File: src/rtl/adc_sample_sink.sv
// adc_sample_sink
//   AXI4-Lite write-only responder for an ADC capture master. Each single-beat
//   write has its byte strobes applied (disabled bytes become 8'h00) and is
//   queued in a first-word-fall-through FIFO. The FIFO drains on an
//   AXI4-Stream-style valid/ready port. While the FIFO is full, the write
//   response is withheld, so no sample is dropped.
//
//   Optional build macro ADC_SINK_ADDR_CHECK_EN: writes whose address falls
//   outside [C_BASE_ADDR, C_BASE_ADDR + C_WINDOW_BYTES) are answered with
//   SLVERR. They are not stored or counted, and they do not wait on a full
//   FIFO. When the macro is undefined, every address is accepted with OKAY.
//
// Ports
//   S_AXI_ACLK / S_AXI_ARESETN : clock (rising edge) and async active-low reset
//   S_AXI_AW* / S_AXI_W*       : write address / write data channels
//   S_AXI_B*                   : write response channel (one outstanding)
//   M_AXIS_TDATA/TVALID/TREADY : head-of-FIFO sample stream
//   FIFO_LEVEL                 : FIFO occupancy, 0..2**FIFO_AW
//   SAMPLE_CNT                 : samples stored since reset, wraps at 2**32
module adc_sample_sink #(
  parameter int unsigned                   C_S_AXI_ADDR_WIDTH = 32,
  parameter int unsigned                   C_S_AXI_DATA_WIDTH = 32,
  parameter logic [C_S_AXI_ADDR_WIDTH-1:0] C_BASE_ADDR        = 32'h4000_0000,
  parameter int unsigned                   C_WINDOW_BYTES     = 16,
  parameter int unsigned                   FIFO_AW            = 4
) (
  input  logic                              S_AXI_ACLK,
  input  logic                              S_AXI_ARESETN,
  input  logic [C_S_AXI_ADDR_WIDTH-1:0]     S_AXI_AWADDR,
  input  logic                              S_AXI_AWVALID,
  output logic                              S_AXI_AWREADY,
  input  logic [C_S_AXI_DATA_WIDTH-1:0]     S_AXI_WDATA,
  input  logic [C_S_AXI_DATA_WIDTH/8-1:0]   S_AXI_WSTRB,
  input  logic                              S_AXI_WVALID,
  output logic                              S_AXI_WREADY,
  output logic [1:0]                        S_AXI_BRESP,
  output logic                              S_AXI_BVALID,
  input  logic                              S_AXI_BREADY,
  output logic [C_S_AXI_DATA_WIDTH-1:0]     M_AXIS_TDATA,
  output logic                              M_AXIS_TVALID,
  input  logic                              M_AXIS_TREADY,
  output logic [FIFO_AW:0]                  FIFO_LEVEL,
  output logic [31:0]                       SAMPLE_CNT
);

  localparam int unsigned STRB_W = C_S_AXI_DATA_WIDTH / 8;
  localparam int unsigned DEPTH  = 1 << FIFO_AW;
  localparam logic [FIFO_AW:0] FULL_LEVEL = (FIFO_AW + 1)'(DEPTH);
  localparam logic [C_S_AXI_ADDR_WIDTH-1:0] WIN_SIZE = C_S_AXI_ADDR_WIDTH'(C_WINDOW_BYTES);
  localparam logic [1:0] RESP_OKAY   = 2'b00;
  localparam logic [1:0] RESP_SLVERR = 2'b10;

  logic                          awready_q, awready_d;
  logic                          wready_q, wready_d;
  logic                          aw_held_q, aw_held_d;
  logic                          w_held_q, w_held_d;
  logic [C_S_AXI_ADDR_WIDTH-1:0] awaddr_q, awaddr_d;
  logic [C_S_AXI_DATA_WIDTH-1:0] wdata_q, wdata_d;
  logic [STRB_W-1:0]             wstrb_q, wstrb_d;
  logic                          bvalid_q, bvalid_d;
  logic [1:0]                    bresp_q, bresp_d;
  logic [FIFO_AW-1:0]            wr_ptr_q, wr_ptr_d;
  logic [FIFO_AW-1:0]            rd_ptr_q, rd_ptr_d;
  logic [FIFO_AW:0]              level_q, level_d;
  logic [31:0]                   sample_cnt_q, sample_cnt_d;
  logic [C_S_AXI_DATA_WIDTH-1:0] mem_q [DEPTH];

  logic                          aw_hs, w_hs, b_hs;
  logic                          full, in_win, commit, push, pop;
  logic [C_S_AXI_DATA_WIDTH-1:0] push_data;

`ifdef ADC_SINK_ADDR_CHECK_EN
  logic [C_S_AXI_ADDR_WIDTH-1:0] addr_off;
  // The window size is a power of two, so one unsigned compare of the wrapped
  // offset covers both bounds. Addresses below the base wrap to huge offsets.
  assign addr_off = awaddr_q - C_BASE_ADDR;
  assign in_win   = (addr_off < WIN_SIZE);
`else
  logic unused_addr;
  assign in_win      = 1'b1;
  assign unused_addr = ^{awaddr_q, C_BASE_ADDR, WIN_SIZE};
`endif

  always_comb begin
    aw_hs = awready_q && S_AXI_AWVALID;
    w_hs  = wready_q && S_AXI_WVALID;
    b_hs  = bvalid_q && S_AXI_BREADY;
    full  = (level_q == FULL_LEVEL);
    pop   = (level_q != '0) && M_AXIS_TREADY;
    // An out-of-window write never enters the FIFO, so it need not wait for space.
    commit = aw_held_q && w_held_q && !bvalid_q && (!full || !in_win);
    push   = commit && in_win;

    push_data = '0;
    for (int unsigned i = 0; i < STRB_W; i++) begin
      if (wstrb_q[i]) push_data[i*8 +: 8] = wdata_q[i*8 +: 8];
    end

    aw_held_d = aw_held_q;
    w_held_d  = w_held_q;
    if (aw_hs)  aw_held_d = 1'b1;
    if (w_hs)   w_held_d  = 1'b1;
    if (commit) begin
      aw_held_d = 1'b0;
      w_held_d  = 1'b0;
    end
    awready_d = !aw_held_d;
    wready_d  = !w_held_d;

    awaddr_d = aw_hs ? S_AXI_AWADDR : awaddr_q;
    wdata_d  = w_hs ? S_AXI_WDATA : wdata_q;
    wstrb_d  = w_hs ? S_AXI_WSTRB : wstrb_q;

    bvalid_d = bvalid_q;
    bresp_d  = bresp_q;
    if (b_hs) bvalid_d = 1'b0;
    if (commit) begin
      bvalid_d = 1'b1;
      bresp_d  = in_win ? RESP_OKAY : RESP_SLVERR;
    end

    wr_ptr_d     = push ? wr_ptr_q + 1'b1 : wr_ptr_q;
    rd_ptr_d     = pop ? rd_ptr_q + 1'b1 : rd_ptr_q;
    sample_cnt_d = push ? sample_cnt_q + 32'd1 : sample_cnt_q;
    level_d      = level_q;
    case ({push, pop})
      2'b10:   level_d = level_q + 1'b1;
      2'b01:   level_d = level_q - 1'b1;
      default: level_d = level_q;
    endcase
  end

  always_ff @(posedge S_AXI_ACLK or negedge S_AXI_ARESETN) begin
    if (!S_AXI_ARESETN) begin
      awready_q    <= 1'b0;
      wready_q     <= 1'b0;
      aw_held_q    <= 1'b0;
      w_held_q     <= 1'b0;
      awaddr_q     <= '0;
      wdata_q      <= '0;
      wstrb_q      <= '0;
      bvalid_q     <= 1'b0;
      bresp_q      <= RESP_OKAY;
      wr_ptr_q     <= '0;
      rd_ptr_q     <= '0;
      level_q      <= '0;
      sample_cnt_q <= '0;
    end else begin
      awready_q    <= awready_d;
      wready_q     <= wready_d;
      aw_held_q    <= aw_held_d;
      w_held_q     <= w_held_d;
      awaddr_q     <= awaddr_d;
      wdata_q      <= wdata_d;
      wstrb_q      <= wstrb_d;
      bvalid_q     <= bvalid_d;
      bresp_q      <= bresp_d;
      wr_ptr_q     <= wr_ptr_d;
      rd_ptr_q     <= rd_ptr_d;
      level_q      <= level_d;
      sample_cnt_q <= sample_cnt_d;
    end
  end

  // Sample storage has no reset; entries become visible only through the pointers.
  always_ff @(posedge S_AXI_ACLK) begin
    if (push) mem_q[wr_ptr_q] <= push_data;
  end

  assign S_AXI_AWREADY = awready_q;
  assign S_AXI_WREADY  = wready_q;
  assign S_AXI_BVALID  = bvalid_q;
  assign S_AXI_BRESP   = bresp_q;
  assign M_AXIS_TDATA  = mem_q[rd_ptr_q];
  assign M_AXIS_TVALID = (level_q != '0);
  assign FIFO_LEVEL    = level_q;
  assign SAMPLE_CNT    = sample_cnt_q;

endmodule

File: config.mk
export PLATFORM = sky130hd
export DESIGN_NAME = adc_sample_sink
export DESIGN_NICKNAME = d
export VERILOG_FILES = /design/src/rtl/adc_sample_sink.sv
export SDC_FILE = /design/constraint.sdc
export NUM_CORES = 1
export LEC_CHECK = 0
export ABC_AREA = 1
export CAP_MARGIN = 5
export CORE_UTILIZATION = 50
export CTS_BUF_LIST = sky130_fd_sc_hd__clkbuf_8
export CTS_CLUSTER_DIAMETER = 150
export CTS_CLUSTER_SIZE = 12
export DETAILED_ROUTE_END_ITERATION = 12
export PLACE_DENSITY = 0.79
export SKIP_CTS_REPAIR_TIMING = 1
export SLEW_MARGIN = 40
export SYNTH_ARGS = -nofsm -noshare
export SYNTH_HDL_FRONTEND = slang
export SYNTH_SLANG_ARGS = --single-unit
File: constraint.sdc
create_clock -name S_AXI_ACLK -period 4.57 [get_ports S_AXI_ACLK]
set_input_delay 0.914 -clock S_AXI_ACLK [delete_from_list [all_inputs] [get_ports S_AXI_ACLK]]
set_output_delay 0.914 -clock S_AXI_ACLK [all_outputs]
set_load 0.005 [all_outputs]
==> impl_metrics.json, run 1 <==
{
  "crit_path_max_incr_delay_ns": 0.52,
  "crit_path_end_kind": "output pin",
  "synth_top_area_share_pct": 62.6,
  "first_global_vias": 15200,
  "cts_tree": "built",
  "async_reset_ff_share_pct": 14.4,
  "path_common_cell": "nor2_1",
  "cp-start-kind": "flip-flop",
  "cts_made_buffers": 55,
  "max_cap_viol_count": 0,
  "synthCells": 2004,
  "gr-total-overflow": 0,
  "grt_max_degree": 223,
  "setup_tns_ns": 0,
  "r2r-start": "FIFO_LEVEL[1]",
  "area_delta_synth_final_pct": 11.0,
  "slew-limit-headroom_pct": 36.5,
  "dp_hpwl_um": 29100,
  "wl_per_cell_um": 20.0,
  "p_total_mw": 16.3,
  "synth_ff_type": "edfxtp_1",
  "rsz0062_at_grt": "false",
  "slew_violations": 0,
  "max_freq_mhz": 239,
  "coreArea_mm2": 0.0480,
  "vias_per_cell": 5.67,
  "drtIter0Drc": 1682,
  "cts_sinks": 598,
  "dieArea_mm2": 0.0500,
  "io_buffers": 114,
  "ant_nets": 0,
  "vias": 15600,
  "drc": 0,
  "dp.cells": 2649,
  "synthTopCellsByCount": "edfxtp_1, nor2_1, o21ai_0, nand2_1, inv_1",
  "p_leak_nw": 9.82,
  "htree_levels": 2,
  "rows": 80,
  "crit_arrival_ns": 3.27,
  "synth.most_common_cell": "edfxtp_1",
  "grt_pass1_wl_um": 84800,
  "reg2reg_depth": 7,
  "routed_wl_um": 55000,
  "tightest_slew_ns": 0.953,
  "nNetsFinal": 2177,
  "yosys_warnings": 0,
  "cts_buffer_depth": 3,
  "path_max_fanout": 52,
  "final_cells": 2752,
  "fill_cells": 3763,
  "ys_ff_latch": 598,
  "utilization_pct": 56.7,
  "ys_types": 32,
  "synth_edf_count": 512,
  "fin_skew_ns": 0.0194,
  "hold_path_class": "input pin to async pin",
  "fp.dieH_um": 224,
  "synth_top_area_cell": "edfxtp_1",
  "finalSetupViolCount": 0,
  "antenna_found_initial": 0,
  "worst_skew_pair.late_latency_ns": 0.65,
  "ff2ff_setup_slack_ns": 1.46,
  "start_util_pct": 51.1,
  "power_density_mw_per_mm2": 599,
  "netlist_top_cells_area": "edfxtp_1, dfrtp_1, o21ai_0",
  "netlist_area_mm2": 0.0246,
  "grtUsageTotal_pct": 22.1,
  "yosysSeqAreaShare_pct": 71.4,
  "crit_chain": "inv_4 -> buf_4 -> nor2_1 -> nor2_1 -> o21ai_0 -> o211ai_1 -> nand3_1 -> nand2_1 -> clkdlybuf4s50_1",
  "crit_type": "flip-flop to output pin",
  "status": "finished clean",
  "diodes": 0,
  "cpMaxStageDelayCell": "dfrtp_4",
  "die_w_um": 224,
  "whs_ns": 0.240,
  "post-route-period-util_pct": 91.7,
  "ios": 149,
  "firstDrtPassIters": 5,
  "ir_drop_mv": 0.624,
  "reg2reg_to": "mem_q[9][7]",
  "routabilityCongestion": 0.873,
  "hold_viol": 0,
  "cts-root-buf": "clkbuf_8",
  "crit_required_ns": 3.66,
  "drive_above_1_share_pct": 7.21,
  "avgSynthCellArea_um2": 12.3,
  "min_period_ns": 4.19,
  "clk_pin_slew_worst_paths_ns": 0.08
}
[worst max-delay path, delay by kind of cell, from the launching register on]
family | cells | cell delay (ns)
buf+inv | 3 | 1.40
flops | 1 | 0.52
simple gates | 4 | 0.42
compound gates | 2 | 0.25
[how the worst max path moves through the flow]
stage             startpoint                to  slack (ns)  cells past startpoint
2_1_floorplan  FIFO_LEVEL[0]      mem_q[11][0]        1.62                      7
3_3_place_gp     rd_ptr_q[0]  M_AXIS_TDATA[27]        1.14                      9
3_5_place_dp     rd_ptr_q[0]  M_AXIS_TDATA[24]        1.05                      9
4_1_cts          rd_ptr_q[0]  M_AXIS_TDATA[24]        0.32                      9
5_1_grt          rd_ptr_q[0]  M_AXIS_TDATA[24]        0.13                      9
6_report         rd_ptr_q[0]  M_AXIS_TDATA[24]        0.38                      9
[layout by cell type (no fill, tap or decap), types with 4 or more instances in the layout]
| cell type | n |
|---|---|
| a21oi_1 | 63 |
| buf_12 | 5 |
| buf_4 | 25 |
| clkbuf_8 | 56 |
| clkdlybuf4s50_1 | 113 |
| dfrtp_1 | 83 |
| edfxtp_1 | 512 |
| ha_1 | 10 |
| inv_1 | 189 |
| mux2_2 | 36 |
| nand2_1 | 172 |
| nand3_1 | 98 |
| nand4_1 | 8 |
| nor2_1 | 308 |
| nor2_4 | 16 |
| nor3_1 | 4 |
| o211ai_1 | 128 |
| o21ai_0 | 251 |
| o21ai_1 | 12 |
| xnor2_1 | 9 |
| xor2_1 | 16 |
[power breakdown]
group	internal [mW]	total, mW	switching (mW)
Sequential	7.16	7.46	0.298
Clock	1.14	2.87	1.73
Combinational	2.09	6.01	3.92
[kinds of logic after synthesis]
| logic type | share of synthesized area [%] |
|---|---|
| AND/OR/NAND/NOR | 10.0 |
| multiplexers | 1.65 |
| adder cells (fa/ha/maj) | 0.591 |
| AO/OA/AOI/OAI | 10.6 |
| XOR/XNOR | 0.892 |
| other | 0.0153 |
| buffers and inverters | 4.83 |
| flip-flops | 71.4 |
[registers in the layout, indices dropped and copies added (netlist names)]
name           count
rd_ptr_q           4
mem_q            512
S_AXI_AWREADY      1
w_held_q           1
wstrb_q            4
wr_ptr_q           4
aw_held_q          1
S_AXI_BVALID       1
S_AXI_WREADY       1
wdata_q           32
SAMPLE_CNT        32
FIFO_LEVEL         5
[final cells by class]
cell class | count | area, um2 | area share [%]
clock inverter | 46 | 176 | 0.647
clock buffer | 56 | 771 | 2.83
timing repair buffer | 147 | 1480 | 5.43
sequential | 598 | 17500 | 64.3
inverter | 148 | 559 | 2.05
multi-input combinational | 1142 | 5970 | 21.9
tap | 615 | 769 | 2.82
[routing by layer]
| layer | global-route usage (%) | part of all wire, % | vias to the layer above |
|---|---|---|---|
| li1 | - | - | 7255 |
| met1 | 30.3 | 41 | 7574 |
| met5 | 0 | 0 | - |
| met4 | 7.91 | 3.0 | 0 |
| met3 | 3.48 | 8.5 | 114 |
| met2 | 36.0 | 47 | 661 |
[stage by stage]
| step | worst slack, ns | instance area (um2) |
|---|---|---|
| 3_5_place_dp | 1.05 | 26300 |
| 2_1_floorplan | 1.62 | 24600 |
| 4_1_cts | 0.317 | 27200 |
| 3_3_place_gp | 1.14 | 26300 |
| 6_report | 0.381 | 27300 |
| 5_1_grt | 0.133 | 27300 |
No activity file was read; power rests on OpenSTA's default activity.
==> run 2, diff against run 1 <==
--- a/config.mk
+++ b/config.mk
@@ -10,7 +10,6 @@
 export CORE_UTILIZATION = 50
 export CTS_BUF_LIST = sky130_fd_sc_hd__clkbuf_8
 export CTS_CLUSTER_DIAMETER = 150
-export CTS_CLUSTER_SIZE = 12
 export DETAILED_ROUTE_END_ITERATION = 12
 export PLACE_DENSITY = 0.79
 export SKIP_CTS_REPAIR_TIMING = 1
==> impl_metrics.json, run 2 (synthesized netlist as in run 1, its figures left out) <==
{
  "status": "finished clean",
  "routed_wl_um": 55300,
  "min_period_ns": 4.18,
  "vias": 15800,
  "hold_viol": 0,
  "mostFrequentLayoutCell": "edfxtp_1",
  "rows": 80,
  "ant_nets": 0,
  "dieArea_mm2": 0.0500,
  "io_buffers": 114,
  "cp-start-kind": "flip-flop",
  "place_ws_ns": 1.05,
  "dp_hpwl_um": 29100,
  "setup_tns_ns": 0,
  "drive_above_1_share_pct": 9.51,
  "first_global_vias": 15600,
  "power_density_mw_per_mm2": 626,
  "max_freq_mhz": 239,
  "antenna_found_initial": 0,
  "finalSetupViolCount": 0,
  "ios": 149,
  "htree_levels": 3,
  "vias_per_cell": 5.61,
  "hold_path_class": "input pin to async pin",
  "fin_skew_ns": 0.0210,
  "layout_setup_ws_ns": 0.389,
  "cts_sinks": 598,
  "r2r-start": "FIFO_LEVEL[0]",
  "wl_per_cell_um": 19.6,
  "crit_path_end_kind": "output pin",
  "grtUsageTotal_pct": 22.4,
  "coreArea_mm2": 0.0480,
  "cts_buffer_depth": 3,
  "gr-total-overflow": 0,
  "routabilityCongestion": 0.873,
  "cts_made_buffers": 94,
  "seq_area_mm2": 0.0175,
  "tightest_slew_ns": 1.06,
  "firstDrtPassIters": 6,
  "cts-root-buf": "clkbuf_8",
  "fill_cells": 3649,
  "grt_pass1_wl_um": 85600,
  "regMostFlops": "mem_q",
  "path_max_fanout": 52,
  "die_w_um": 224,
  "slew-limit-headroom_pct": 29.5,
  "ir_drop_mv": 0.573,
  "max_cap_viol_count": 0,
  "rsz0062_at_grt": "false",
  "crit_required_ns": 3.66,
  "reg2reg_depth": 7,
  "p_leak_nw": 10.2,
  "largest_reg_flops": 512,
  "fp.dieH_um": 224,
  "multiInputGateArea_mm2": 0.00597,
  "diodes": 0,
  "nNetsFinal": 2216,
  "ff2ff_setup_slack_ns": 1.47,
  "area_delta_synth_final_pct": 14.2,
  "cts_tree": "built",
  "crit_type": "flip-flop to output pin",
  "drtIter0Drc": 1670,
  "mostFrequentLayoutCells": "edfxtp_1, nor2_1, o21ai_0",
  "worst_skew_pair.late_latency_ns": 0.65,
  "drc": 0,
  "reg2reg_to": "mem_q[2][15]",
  "grt_max_degree": 223,
  "start_util_pct": 51.1,
  "slew_violations": 0,
  "post-route-period-util_pct": 91.5,
  "crit_arrival_ns": 3.27,
  "clk_pin_slew_worst_paths_ns": 0.06
}
-- run 2: changes by cell type in the layout (fill, tap and decap cells not counted), sizes merged --
cell	delta
clkinv	+20
inv	+4
bufinv	+1
clkbuf	+46
-- run 2: worst max path at each step --
stage / from / endpoint / cells past startpoint
floorplan: FIFO_LEVEL[0] / mem_q[11][0] / 7
global placement: rd_ptr_q[0] / M_AXIS_TDATA[27] / 9
detailed placement: rd_ptr_q[0] / M_AXIS_TDATA[24] / 9
CTS: rd_ptr_q[0] / M_AXIS_TDATA[24] / 9
global route: rd_ptr_q[0] / M_AXIS_TDATA[24] / 9
finish: rd_ptr_q[0] / M_AXIS_TDATA[24] / 9
-- run 2: power by group --
group | internal [mW] | switching (mW)
Combinational | 2.09 | 3.93
Sequential | 7.17 | 0.296
Clock | 2.10 | 1.97
-- run 2: metrics by stage --
stage | hold slack (ns) | utilization, % | cell area (um2) | std cells | total power [mW]
2_1_floorplan | 0.480 | - | 24600 | 2005 | 11.4
3_3_place_gp | 0.488 | 54.7 | 26300 | 2649 | 13.3
3_5_place_dp | 0.495 | 54.7 | 26300 | 2649 | 13.5
4_1_cts | 0.362 | 58.3 | 28000 | 2822 | 17.6
5_1_grt | 0.257 | 58.3 | 28000 | 2823 | 18.6
6_report | 0.252 | 58.3 | 28000 | 2823 | 17.6
-- run 2: worst max-delay path: stages (launching register included) --
cell and delay (ns):
dfrtp_4 0.51, inv_4 0.45, buf_4 0.44, nor2_1 0.08
nor2_1 0.10, o21ai_0 0.11, o211ai_1 0.12, nand3_1 0.10
nand2_1 0.15, clkdlybuf4s50_1 0.52
-- run 2: area by class of cell --
cell class / count / area share (%)
sequential: 598 / 62.6
multi-input combinational: 1142 / 21.3
timing repair buffer: 147 / 5.28
clock buffer: 102 / 5.01
tap: 615 / 2.75
inverter: 148 / 2.00
clock inverter: 71 / 1.12
-- run 2: routing by layer --
metal	track usage, %	share of wire [%]
met5	0	0
met4	7.89	2.7
met3	4.89	8.5
met2	36.3	48
met1	29.9	41
==> run 3, diff against run 2 <==
--- a/config.mk
+++ b/config.mk
@@ -8,7 +8,7 @@
 export ABC_AREA = 1
 export CAP_MARGIN = 5
 export CORE_UTILIZATION = 50
-export CTS_BUF_LIST = sky130_fd_sc_hd__clkbuf_8
+export CTS_BUF_LIST = sky130_fd_sc_hd__clkbuf_16
 export CTS_CLUSTER_DIAMETER = 150
 export DETAILED_ROUTE_END_ITERATION = 12
 export PLACE_DENSITY = 0.79
==> impl_metrics.json, run 3 (synthesized netlist as in run 1, its figures left out) <==
{
  "status": "finished clean",
  "htree_levels": 2,
  "start_util_pct": 51.1,
  "seq_area_mm2": 0.0175,
  "p_comb_share_pct": 33.0,
  "grt.met2_usage_pct": 37.0,
  "cts_buffer_depth": 3,
  "firstDrtPassIters": 5,
  "rsz0062_at_grt": "false",
  "r2r-start": "FIFO_LEVEL[0]",
  "reg2reg_to": "mem_q[9][18]",
  "rows": 80,
  "p_int_mw": 12.1,
  "min_period_ns": 4.20,
  "max_freq_mhz": 238,
  "crit_family": "buffers and inverters",
  "io_buffers": 114,
  "crit_type": "flip-flop to output pin",
  "worst_skew_pair.late_latency_ns": 0.61,
  "fin_area_mm2": 0.0283,
  "routed_wl_um": 55800,
  "power_density_mw_per_mm2": 649,
  "vias_per_cell": 5.70,
  "die_w_um": 224,
  "grtUsageTotal_pct": 22.5,
  "cts_tree": "built",
  "grt_max_degree": 223,
  "slew_violations": 0,
  "dp.cells": 2649,
  "crit_path_end_kind": "output pin",
  "antenna_found_initial": 0,
  "use_met3_pct": 4.09,
  "diodes": 0,
  "grt_pass1_wl_um": 86100,
  "grt_util_met1_pct": 30.5,
  "largest_reg_flops": 512,
  "layout_setup_ws_ns": 0.365,
  "dieArea_mm2": 0.0500,
  "hold_path_class": "input pin to async pin",
  "drtIter0Drc": 1850,
  "routabilityCongestion": 0.873,
  "slew-limit-headroom_pct": 39.2,
  "crit_required_ns": 3.66,
  "worst-path-stages": 9,
  "hold_viol": 0,
  "path_max_fanout": 52,
  "ios": 149,
  "cts-root-buf": "clkbuf_16",
  "top_usage_layer": "met2",
  "fin_skew_ns": 0.0186,
  "ff2ff_setup_slack_ns": 1.45,
  "place_area_mm2": 0.0263,
  "reg2reg_depth": 7,
  "nNetsFinal": 2181,
  "finalSetupViolCount": 0,
  "cts_sinks": 598,
  "p_sw_share_pct": 34.2,
  "max_cap_viol_count": 0,
  "wl_per_cell_um": 20.2,
  "whs_ns": 0.291,
  "fp.dieH_um": 224,
  "endpoint": "M_AXIS_TDATA[24]",
  "p_clk_share_pct": 26.3,
  "p_seq_share_pct": 40.7,
  "clk_pin_slew_worst_paths_ns": 0.06,
  "vias": 15700,
  "tightest_slew_ns": 0.912,
  "p_leak_nw": 10.2,
  "area_delta_synth_final_pct": 15.1,
  "regMostFlops": "mem_q",
  "dp_hpwl_um": 29100,
  "place_ws_ns": 1.05,
  "mostFrequentLayoutCells": "edfxtp_1, nor2_1, o21ai_0",
  "coreArea_mm2": 0.0480,
  "gr-total-overflow": 0,
  "setup_tns_ns": 0,
  "cts_made_buffers": 59,
  "drc": 0,
  "final_cells": 2761,
  "fill_cells": 3623,
  "crit_path_max_incr_delay_ns": 0.53,
  "crit_arrival_ns": 3.29,
  "crit_chain": "inv_4 -> buf_4 -> nor2_1 -> nor2_1 -> o21ai_0 -> o211ai_1 -> nand3_1 -> nand2_1 -> clkdlybuf4s50_1",
  "cp-start-kind": "flip-flop",
  "cpMaxStageDelayCell": "clkdlybuf4s50_1",
  "ant_nets": 0,
  "post-route-period-util_pct": 92.0,
  "critPathBufInv": 3,
  "path_common_cell": "nor2_1",
  "mostFrequentLayoutCell": "edfxtp_1",
  "crit_start": "rd_ptr_q[0]",
  "first_global_vias": 15400,
  "drive_above_1_share_pct": 8.76,
  "power_switching_mw": 6.27,
  "ir_drop_mv": 0.539,
  "multiInputGateArea_mm2": 0.00597
}
-- run 3: worst min path at each step --
stage	cells past startpoint	end
floorplan	1	wdata_q[0]
global placement	2	SAMPLE_CNT[31]
detailed placement	1	wdata_q[23]
CTS	1	wdata_q[23]
global route	1	wdata_q[23]
finish	1	wdata_q[23]
-- run 3: per-layer routing --
| metal | up-vias | part of all wire [%] |
|---|---|---|
| met2 | 725 | 49 |
| met4 | 0 | 2.3 |
| met3 | 105 | 9.1 |
| met1 | 7610 | 40 |
| li1 | 7288 | - |
| met5 | - | 0 |
-- run 3: layout make-up --
| type | instances | area share (%) |
|---|---|---|
| inverter | 148 | 1.98 |
| sequential | 598 | 62.1 |
| tap | 615 | 2.72 |
| clock buffer | 61 | 5.40 |
| clock inverter | 50 | 1.47 |
| multi-input combinational | 1142 | 21.1 |
| timing repair buffer | 147 | 5.24 |
-- run 3: per-stage QoR --
| stage | util [%] | power [mW] |
|---|---|---|
| 2_1_floorplan | - | 11.4 |
| 3_3_place_gp | 54.7 | 13.3 |
| 3_5_place_dp | 54.7 | 13.5 |
| 4_1_cts | 58.7 | 18.4 |
| 5_1_grt | 58.8 | 19.3 |
| 6_report | 58.8 | 18.3 |
-- run 3: worst register-to-register path, stage by stage, from the launching register on --
cell     delay [ns]
dfrtp_1        0.46
nor2_1         0.09
nand3_1        0.18
nand2_2        0.27
inv_1          0.46
nand2_1        0.37
nor2_4         0.61
buf_4          0.36
-- run 3: power groups by stage --
| stage | Combinational, mW | Clock [mW] | Sequential (mW) |
|---|---|---|---|
| after floorplan | 3.92 | 0 | 7.45 |
| after global placement | 5.73 | 0 | 7.55 |
| after detailed placement | 5.96 | 0 | 7.58 |
| after CTS | 6.02 | 4.87 | 7.47 |
| after global routing | 6.69 | 5.07 | 7.52 |
| final | 6.05 | 4.81 | 7.46 |
